==> src/rtl/instruction_fetch_pkg.sv <==
// Shared fetch-stage types and constants.
// Imported by the fetch stage and reusable by decode.
package instruction_fetch_pkg;

  localparam int INSTR_W = 32;
  localparam int ADDR_W  = 32;

  localparam logic [ADDR_W-1:0] PC_INC =
    32'd4;
  localparam logic [ADDR_W-1:0] DEFAULT_RESET_PC =
    32'h0000_0000;

  typedef struct packed {
    logic [ADDR_W-1:0]  pc;
    logic [INSTR_W-1:0] instr;
    logic               fault;
  } fetch_pkt_t;

endpackage

==> src/rtl/pc_next_sel.sv <==
// Fetch address priority mux and sequential +4 adder.
// Ports: redirect/stall controls, held PCs in; imem_addr, next_pc out.
module pc_next_sel
  import instruction_fetch_pkg::*;
(
  input  logic              redirect_valid,
  input  logic [ADDR_W-1:0] redirect_target,
  input  logic              resp_valid,
  input  logic              out_ready,
  input  logic [ADDR_W-1:0] resp_pc,
  input  logic [ADDR_W-1:0] fetch_pc,
  output logic [ADDR_W-1:0] imem_addr,
  output logic [ADDR_W-1:0] next_pc
);

  logic stall;

  // Stall only matters when no redirect is pending,
  // which keeps the case items mutually exclusive.
  assign stall = !redirect_valid && resp_valid && !out_ready;

  always_comb begin
    imem_addr = fetch_pc;
    unique case (1'b1)
      redirect_valid:
        imem_addr = {redirect_target[ADDR_W-1:2], 2'b00};
      stall:
        imem_addr = resp_pc;
      default:
        imem_addr = fetch_pc;
    endcase
  end

  assign next_pc = imem_addr + PC_INC;

endmodule

==> src/rtl/instruction_fetch.sv <==
// PC/fetch-control stage pairing imem words with their PC for decode.
// Ports: clk, reset_n, imem_addr/imem_data, redirect, out_* handshake, fetch_count.
module instruction_fetch
  import instruction_fetch_pkg::*;
#(
  parameter logic [31:0] RESET_PC   = DEFAULT_RESET_PC,
  parameter int          IMEM_WORDS = 1024
) (
  input  logic        clk,
  input  logic        reset_n,
  output logic [31:0] imem_addr,
  input  logic [31:0] imem_data,
  input  logic        redirect_valid,
  input  logic [31:0] redirect_target,
  output logic        out_valid,
  input  logic        out_ready,
  output logic [31:0] out_instr,
  output logic [31:0] out_pc,
  output logic        out_fault,
  output logic [31:0] fetch_count
);

  localparam logic [29:0] WORD_LIM = 30'(IMEM_WORDS);

  logic [31:0] fetch_pc;
  logic [31:0] resp_pc;
  logic        resp_valid;
  logic [31:0] next_pc;
  logic        fire;
  fetch_pkt_t  pkt;

  pc_next_sel u_sel (
    .redirect_valid  (redirect_valid),
    .redirect_target (redirect_target),
    .resp_valid      (resp_valid),
    .out_ready       (out_ready),
    .resp_pc         (resp_pc),
    .fetch_pc        (fetch_pc),
    .imem_addr       (imem_addr),
    .next_pc         (next_pc)
  );

  assign fire = resp_valid & out_ready;

  // Every cycle issues an address, so the word on imem_data
  // is always live unless we are coming out of reset.
  always_ff @(posedge clk or negedge reset_n) begin
    if (!reset_n) begin
      fetch_pc    <= RESET_PC;
      resp_pc     <= RESET_PC;
      resp_valid  <= 1'b0;
      fetch_count <= 32'd0;
    end else begin
      fetch_pc    <= next_pc;
      resp_pc     <= imem_addr;
      resp_valid  <= 1'b1;
      fetch_count <= fetch_count + {31'd0, fire};
    end
  end

  assign pkt.pc    = resp_pc;
  assign pkt.instr = imem_data;
  assign pkt.fault = resp_valid & (resp_pc[31:2] >= WORD_LIM);

  assign out_valid = resp_valid;
  assign out_pc    = pkt.pc;
  assign out_instr = pkt.instr;
  assign out_fault = pkt.fault;

endmodule

==> config.mk <==
export PLATFORM = sky130hd
export DESIGN_NAME = instruction_fetch
export DESIGN_NICKNAME = d
export VERILOG_FILES = /design/src/rtl/instruction_fetch_pkg.sv /design/src/rtl/pc_next_sel.sv /design/src/rtl/instruction_fetch.sv
export SDC_FILE = /design/constraint.sdc
export NUM_CORES = 1
export LEC_CHECK = 0
export BUFFER_PORTS_ARGS = -buffer_cell sky130_fd_sc_hd__buf_2
export CORE_ASPECT_RATIO = 1.2
export CORE_MARGIN = 1
export CORE_UTILIZATION = 40
export CTS_BUF_LIST = sky130_fd_sc_hd__clkbuf_8 sky130_fd_sc_hd__clkbuf_16
export DETAILED_ROUTE_END_ITERATION = 8
export PLACE_DENSITY_LB_ADDON = 0.15
export SKIP_CTS_REPAIR_TIMING = 1
export SYNTH_ARGS = -nofsm -noshare
export SYNTH_HDL_FRONTEND = slang
export SYNTH_HIERARCHICAL = 1
export SYNTH_SLANG_ARGS = --single-unit
==> constraint.sdc <==
create_clock -name clk -period 5.8 [get_ports clk]
set_input_delay 0.58 -clock clk [delete_from_list [all_inputs] [get_ports clk]]
set_output_delay 0.58 -clock clk [all_outputs]
set_load 0.005 [all_outputs]
==> results.cfg, run 1 <==
[placement]
place_area_um2 = 5500
gp_routability_congestion = 0.803
place_inst = 700
post-place-ws_ps = 1840
numPortBuffers = 131
dp_hpwl_um = 8570

[logic_synthesis]
async_flop_share_pct = 100
ys.flop_type = dfrtp_1
post_synth.cell_area_avg_um2 = 10.9
synth_top_area_share_pct = 48.4
ys.warnings.count = 6
yosysTopAreaCell = dfrtp_1
synth.area.top_cells = dfrtp_1 48%, buf_4 5.7%, xnor2_1 5.1%
ys_types = 47
synth_fp_nets = 530
ys_seq_area_share_pct = 48.4
ys_ff_latch = 97
syn_area_um2 = 5020
netlist_instances = 459
synth_edf_count = 0

[sta]
finClkSkew_ps = 8.98
setup_ws_ps = 2210
rsz0062_at_grt = no
fmax_ghz = 0.278
setup_viol = 0
setup_tns_ps = 0
finalHoldViolCount = 0
slew_headroom_pct = 22.9
slew_violations = 0
tightest_slew_ps = 1160
timing.final.crit_share_pct = 61.9
hold_ws_ps = 135
period_minus_slack_ps = 3590

[critical_path]
slowest_delay_ps = 950
crit_fanout = 26
critical_path.endpoint = imem_addr[23]
arrival_ps = 3010
cp_common_cell = buf_2
required_ps = 5220
slowest_stage = nand2b_1
startpoint_type = primary input
timing.rr.end = fetch_pc[29]
rr_startpoint = out_valid
worstSetupPathType = primary input to output port
r2r_slack_ps = 2540
path_cells = buf_2 -> nand2b_1 -> mux2i_1 -> o21ai_0 -> buf_2
rr_worst_depth = 6
startpoint = out_ready
endpoint_kind = output port

[clock_tree]
clk_latency_ps = 340
cts_tree = done
cts_root_buf = clkbuf_16
numCtsBuffers = 9
cts.sinks = 97
cts_max_path_buffers = 2
htree_levels = 3
clkTransAtPathRegs_ps = 70

[hold_path]
hold_class = primary input to async pin

[power_and_ir_drop]
power_frac_seq_pct = 48.4
pwr-share-comb_pct = 16.3
totalPowerFinal_mw = 1.64
internal_power_mw = 1.19
powerDensity_nw_per_um2 = 284
leakage_nw = 2.77
switching_share_pct = 27.5
p_switching_mw = 0.451
irDropWorstVdd_uv = 179
clockPowerShare_pct = 35.2

[drt]
via_count = 3694
drtAntennaViolNets = 0
drc_errors = 0
drtIter0Drc = 185
wirelength_um = 12100
dr.pass1.iters = 4
wire_per_inst_um = 16.9
viasPerCell = 5.17

[global_routing]
grt_pass1_vias = 3809
grt_use_total_pct = 19.3
grt-ovfl-total = 0
grt_pass1_wl_um = 19900
grt_start_max_net_pins = 73
antenna_found_initial = 0

[final_layout]
drive_gt1_share_pct = 32.1
final_common_cell = buf_2
nFillCells = 1187
fin_util_pct = 47.5
final_area_um2 = 5780
nets = 621
syn_to_final_growth_pct = 15.1
stdcell_count = 715
antenna_cells = 0
layout_common_cells = 130 x buf_2, 97 x dfrtp_1, 53 x nand2_1

[floorplanning]
core_area_um2 = 12200
io_pins = 198
fp-row-count = 44
dieArea_um2 = 13000
die_h_um = 125
start_util_pct = 41.2
dieWidth_um = 104

[run]
max_cap_violations = 0

[outcome]
status = complete, no violations
cells by family after synthesis:
family                     share of synthesized area, %
and+or+nand+nor                                    22.1
adders and majority gates                         0.748
AOI/OAI and AO/OA                                  6.68
xor gates and xnor gates                           10.1
muxes                                              1.40
buffers and inverters                              10.5
DFF                                                48.4
other                                            0.0747
synthesized netlist by cell type, types with 9 or more instances:
cell       n
nand4_1   11
inv_1     30
nor4_2    10
nor3_1    10
xnor2_1   29
nand3_1   19
buf_2      9
nand2_1   53
buf_4     38
nor2_1    17
xor2_1    29
o311ai_1   9
dfrtp_1   97
state kept, by name, summed over array words and instances, names as in the netlist:
| register | cells |
|---|---|
| out_pc | 32 |
| fetch_count | 32 |
| out_valid | 1 |
| fetch_pc | 32 |
layer usage:
layer / GRT usage (%) / vias up / part of all wire [%]
met2: 32.5 / 107 / 50
met4: 6.64 / 0 / 1.3
met1: 24.6 / 1832 / 44
li1: - / 1743 / -
met5: 0 / - / 0
met3: 4.08 / 12 / 4.7
critical path: cells and delay by family:
family / cells / cell delay (ps)
buf+inv: 2 / 630
simple gates: 1 / 950
mux: 1 / 180
compound gates: 1 / 660
how the worst min path moves through the flow:
stage | cells after the start | slack, ps | to | start
2_1_floorplan | 0 | 280 | fetch_count[0] | reset_n
3_3_place_gp | 1 | 450 | fetch_count[31] | fetch_count[31]
3_5_place_dp | 1 | 480 | fetch_count[31] | fetch_count[31]
4_1_cts | 1 | 140 | fetch_count[14] | reset_n
5_1_grt | 1 | 150 | fetch_count[14] | reset_n
6_report | 1 | 140 | fetch_count[14] | reset_n
cell type report:
type | count | area, um^2 | area share [%]
Sequential cell | 97 | 2430 | 42.0
Multi-Input combinational cell | 277 | 2070 | 35.8
Timing Repair Buffer | 135 | 688 | 11.9
Clock buffer | 9 | 225 | 3.90
Tap cell | 161 | 201 | 3.49
Inverter | 30 | 113 | 1.95
Clock inverter | 6 | 53.8 | 0.931
power groups by stage:
stage / Combinational [mW] / Sequential, mW / Clock [mW]
after floorplan: 0.160 / 0.802 / 0
after global placement: 0.268 / 0.806 / 0
after detailed placement: 0.271 / 0.808 / 0
after CTS: 0.273 / 0.796 / 0.591
after global routing: 0.298 / 0.804 / 0.612
final: 0.267 / 0.795 / 0.578
(Power assumes the default switching activity.)
==> inputs of run 2 (changes only) <==
==> constraint.sdc (replaced) <==
create_clock -name clk -period 3.2 [get_ports clk]
set_input_delay 0.32 -clock clk [delete_from_list [all_inputs] [get_ports clk]]
set_output_delay 0.32 -clock clk [all_outputs]
set_load 0.005 [all_outputs]
==> results.cfg, run 2 (synthesized netlist as in run 1, its figures left out) <==
[placement]
dp_hpwl_um = 8820
numPortBuffers = 131
gp_routability_congestion = 0.789

[sta]
slew_violations = 0
hold_ws_ps = 60.7
finClkSkew_ps = 6.73
finalHoldViolCount = 0
period_minus_slack_ps = 2890
slew_headroom_pct = 44.9
timing.final.crit_share_pct = 90.3
setup_tns_ps = 0
fmax_ghz = 0.346
rsz0062_at_grt = no
setup_viol = 0
tightest_slew_ps = 826

[clock_tree]
cts_root_buf = clkbuf_16
cts_max_path_buffers = 2
numCtsBuffers = 9
clkTransAtPathRegs_ps = 70
htree_levels = 3
cts.sinks = 97
clk_latency_ps = 340
cts_tree = done

[critical_path]
startpoint_type = flip-flop
worstSetupPathType = flip-flop to flip-flop
rr_startpoint = out_valid
crit_fanout = 27
startpoint = out_valid
endpoint_kind = flip-flop
slowest_stage = a221oi_2
required_ps = 3400
cpLargestDelayFamily = simple AND/OR/NAND/NOR gates
slowest_delay_ps = 550
crit_buf_inv = 2
path_cells = buf_4 -> nand2b_1 -> buf_4 -> a221oi_2 -> nand4_1 -> nor3_2 -> nand4_1 -> xnor2_1
arrival_ps = 3090

[floorplanning]
dieWidth_um = 104
fp-row-count = 44
io_pins = 198
dieArea_um2 = 13000
die_h_um = 125
start_util_pct = 41.2
core_area_um2 = 12200

[global_routing]
met2_usage_pct = 32.8
grt_pass1_wl_um = 20100
grt-ovfl-total = 0
top_usage_layer = met2
grt_use_total_pct = 19.6
use_met3_pct = 4.45
grt_start_max_net_pins = 64
grt_pass1_vias = 3869
antenna_found_initial = 0
use_met1_pct = 25.1

[final_layout]
seqCellArea_um2 = 2430
final_common_cell = buf_2
nets = 636
multi_input_area_um2 = 2070
layout_common_cells = 130 x buf_2, 97 x dfrtp_1, 53 x nand2_1
drive_gt1_share_pct = 34.6
syn_to_final_growth_pct = 17.6
antenna_cells = 0
nFillCells = 1186

[drt]
wire_per_inst_um = 16.6
viasPerCell = 5.18
dr.pass1.iters = 4
drtAntennaViolNets = 0
drc_errors = 0
via_count = 3785
wirelength_um = 12100
drtIter0Drc = 178

[run]
max_cap_violations = 0

[power_and_ir_drop]
totalPowerFinal_mw = 2.99
powerDensity_nw_per_um2 = 506
irDropWorstVdd_uv = 249
leakage_nw = 2.83

[outcome]
status = complete, no violations

[hold_path]
hold_class = primary input to async pin
[run 2: cell types whose count changed in the layout (fill, tap and decap cells not counted)]
cell        previous run  this run
clkbuf_8               0         2
clkinv_2               1         0
buf_4                  5        20
inv_1                 33        30
clkinv_4               0         2
bufinv_16              1         0
clkinvlp_4             1         3
[run 2: layout make-up]
| class | instances | area share, % |
|---|---|---|
| clock inverters | 5 | 0.678 |
| repair buffers | 150 | 13.6 |
| well taps | 161 | 3.41 |
| multi-input cells | 277 | 35.0 |
| inverters | 30 | 1.91 |
| clock buffers | 11 | 4.28 |
| flip-flops and latches | 97 | 41.1 |
[run 2: worst paths after layout]
check / to / slack [ps] / cells past startpoint
min in group clk: out_pc[10] / 310 / 3
max in group asynchronous: out_pc[26] / 2320 / 2
setup reg to reg: fetch_pc[19] / 310 / 8
hold reg to reg: fetch_count[31] / 460 / 1
hold / removal: fetch_count[13] / 60 / 1
setup / recovery: fetch_pc[19] / 310 / 8
[run 2: where the power goes]
group          leakage (nW)  internal, mW  switching [mW]
sequential             1.20          1.35          0.0878
clock                 0.134         0.572           0.468
combinational          1.49         0.226           0.279
[run 2: through the flow]
step	std cells	utilization [%]	setup slack, ps	cell area, um^2
after floorplan	459	-	433	5020
after global placement	715	46.1	320	5610
after detailed placement	715	46.1	222	5610
after CTS	731	48.5	276	5900
after global routing	731	48.5	91.5	5900
final	731	48.5	311	5900
[run 2: metal layers]
metal	vias to the layer above	routed length [um]
met5	-	0
met4	0	150
met3	14	544
met2	125	6200
met1	1872	5250
li1	1774	-
==> inputs of run 3 (changes only) <==
==> constraint.sdc (replaced) <==
create_clock -name clk -period 3.65 [get_ports clk]
set_input_delay 0.365 -clock clk [delete_from_list [all_inputs] [get_ports clk]]
set_output_delay 0.365 -clock clk [all_outputs]
set_load 0.005 [all_outputs]
==> results.cfg, run 3 (synthesized netlist as in run 1, its figures left out) <==
[sta]
hold_ws_ps = 136
setup_viol = 0
rsz0062_at_grt = no
finClkSkew_ps = 7.24
slew_headroom_pct = 31.1
setup_tns_ps = 0
slew_violations = 0
fmax_ghz = 0.341
period_minus_slack_ps = 2930
tightest_slew_ps = 1030
timing.final.crit_share_pct = 80.2
finalHoldViolCount = 0

[critical_path]
endpoint_kind = flip-flop
startpoint_type = flip-flop
worstSetupPathType = flip-flop to flip-flop
arrival_ps = 3190
crit_fanout = 17
required_ps = 3910

[hold_path]
hold_class = primary input to async pin

[final_layout]
seqCellArea_um2 = 2430
drive_gt1_share_pct = 33.2
nets = 630
layout_common_cells = 130 x buf_2, 97 x dfrtp_1, 53 x nand2_1
multi_input_area_um2 = 2070
antenna_cells = 0
syn_to_final_growth_pct = 17.0
final_common_cell = buf_2
nFillCells = 1161
stdcell_count = 725

[global_routing]
grt_start_max_net_pins = 69
grt-ovfl-total = 0
grt_pass1_wl_um = 19500
grt_pass1_vias = 3776
antenna_found_initial = 0
grt_use_total_pct = 19.1

[run]
max_cap_violations = 0

[drt]
wirelength_um = 12100
drtAntennaViolNets = 0
drtIter0Drc = 113
dr.pass1.iters = 4
via_count = 3734
drc_errors = 0
wire_per_inst_um = 16.7
viasPerCell = 5.15

[clock_tree]
cts_tree = done
cts_max_path_buffers = 2
clkTransAtPathRegs_ps = 70
cts_root_buf = clkbuf_16
numCtsBuffers = 9
clk_latency_ps = 340
htree_levels = 3
cts.sinks = 97

[floorplanning]
dieWidth_um = 104
start_util_pct = 41.2
fp-row-count = 44
io_pins = 198
die_h_um = 125
core_area_um2 = 12200
dieArea_um2 = 13000

[power_and_ir_drop]
leakage_nw = 2.83
powerDensity_nw_per_um2 = 456
irDropWorstVdd_uv = 212

[placement]
dp_hpwl_um = 8740
numPortBuffers = 131
place_inst = 709
gp_routability_congestion = 0.822

[outcome]
status = complete, no violations
run 3: report_power, final:
| group | switching (mW) | internal (mW) | total, mW |
|---|---|---|---|
| Clock | 0.385 | 0.590 | 0.975 |
| Sequential | 0.0772 | 1.19 | 1.26 |
| Combinational | 0.243 | 0.195 | 0.438 |
| Total | 0.706 | 1.97 | 2.68 |
run 3: worst paths after layout:
| kind | from | end | slack, ps | cells past startpoint |
|---|---|---|---|---|
| worst max register to register | out_valid | fetch_pc[31] | 720 | 6 |
| worst min register to register | fetch_count[31] | fetch_count[31] | 480 | 1 |
| min in group clk | redirect_target[10] | out_pc[10] | 350 | 3 |
| max in group asynchronous | reset_n | fetch_pc[19] | 2740 | 2 |
| worst max-delay path | out_valid | fetch_pc[31] | 720 | 6 |
| worst min-delay path | reset_n | fetch_count[13] | 140 | 1 |
run 3: routing by layer:
metal	global-route usage, %	vias up	share of wire (%)
met1	23.5	1854	43
met5	0	-	0
met3	4.08	14	4.9
li1	-	1760	-
met2	32.8	106	50
met4	6.97	0	1.6
run 3: metrics by stage:
stage	utilization (%)	power [mW]	area (um^2)	worst slack, ps
CTS	48.3	2.71	5870	694
detailed placement	45.7	1.73	5570	439
floorplan	-	1.53	5020	838
global route	48.3	2.80	5870	447
finish	48.3	2.68	5870	721
global placement	45.7	1.72	5570	461
run 3: critical path: stages (launching register included):
cell and delay (ps):
dfrtp_1 370, nor2b_2 310, o311ai_1 660, nand2_1 200, or4_1 730, nor4_2 410, xor2_1 170
run 3: layout make-up:
type	instances	share of cell area, %
Clock buffer	9	3.84
Sequential cell	97	41.3
Tap cell	161	3.43
Inverter	30	1.92
Clock inverter	7	1.36
Multi-Input combinational cell	277	35.2
Timing Repair Buffer	144	12.9
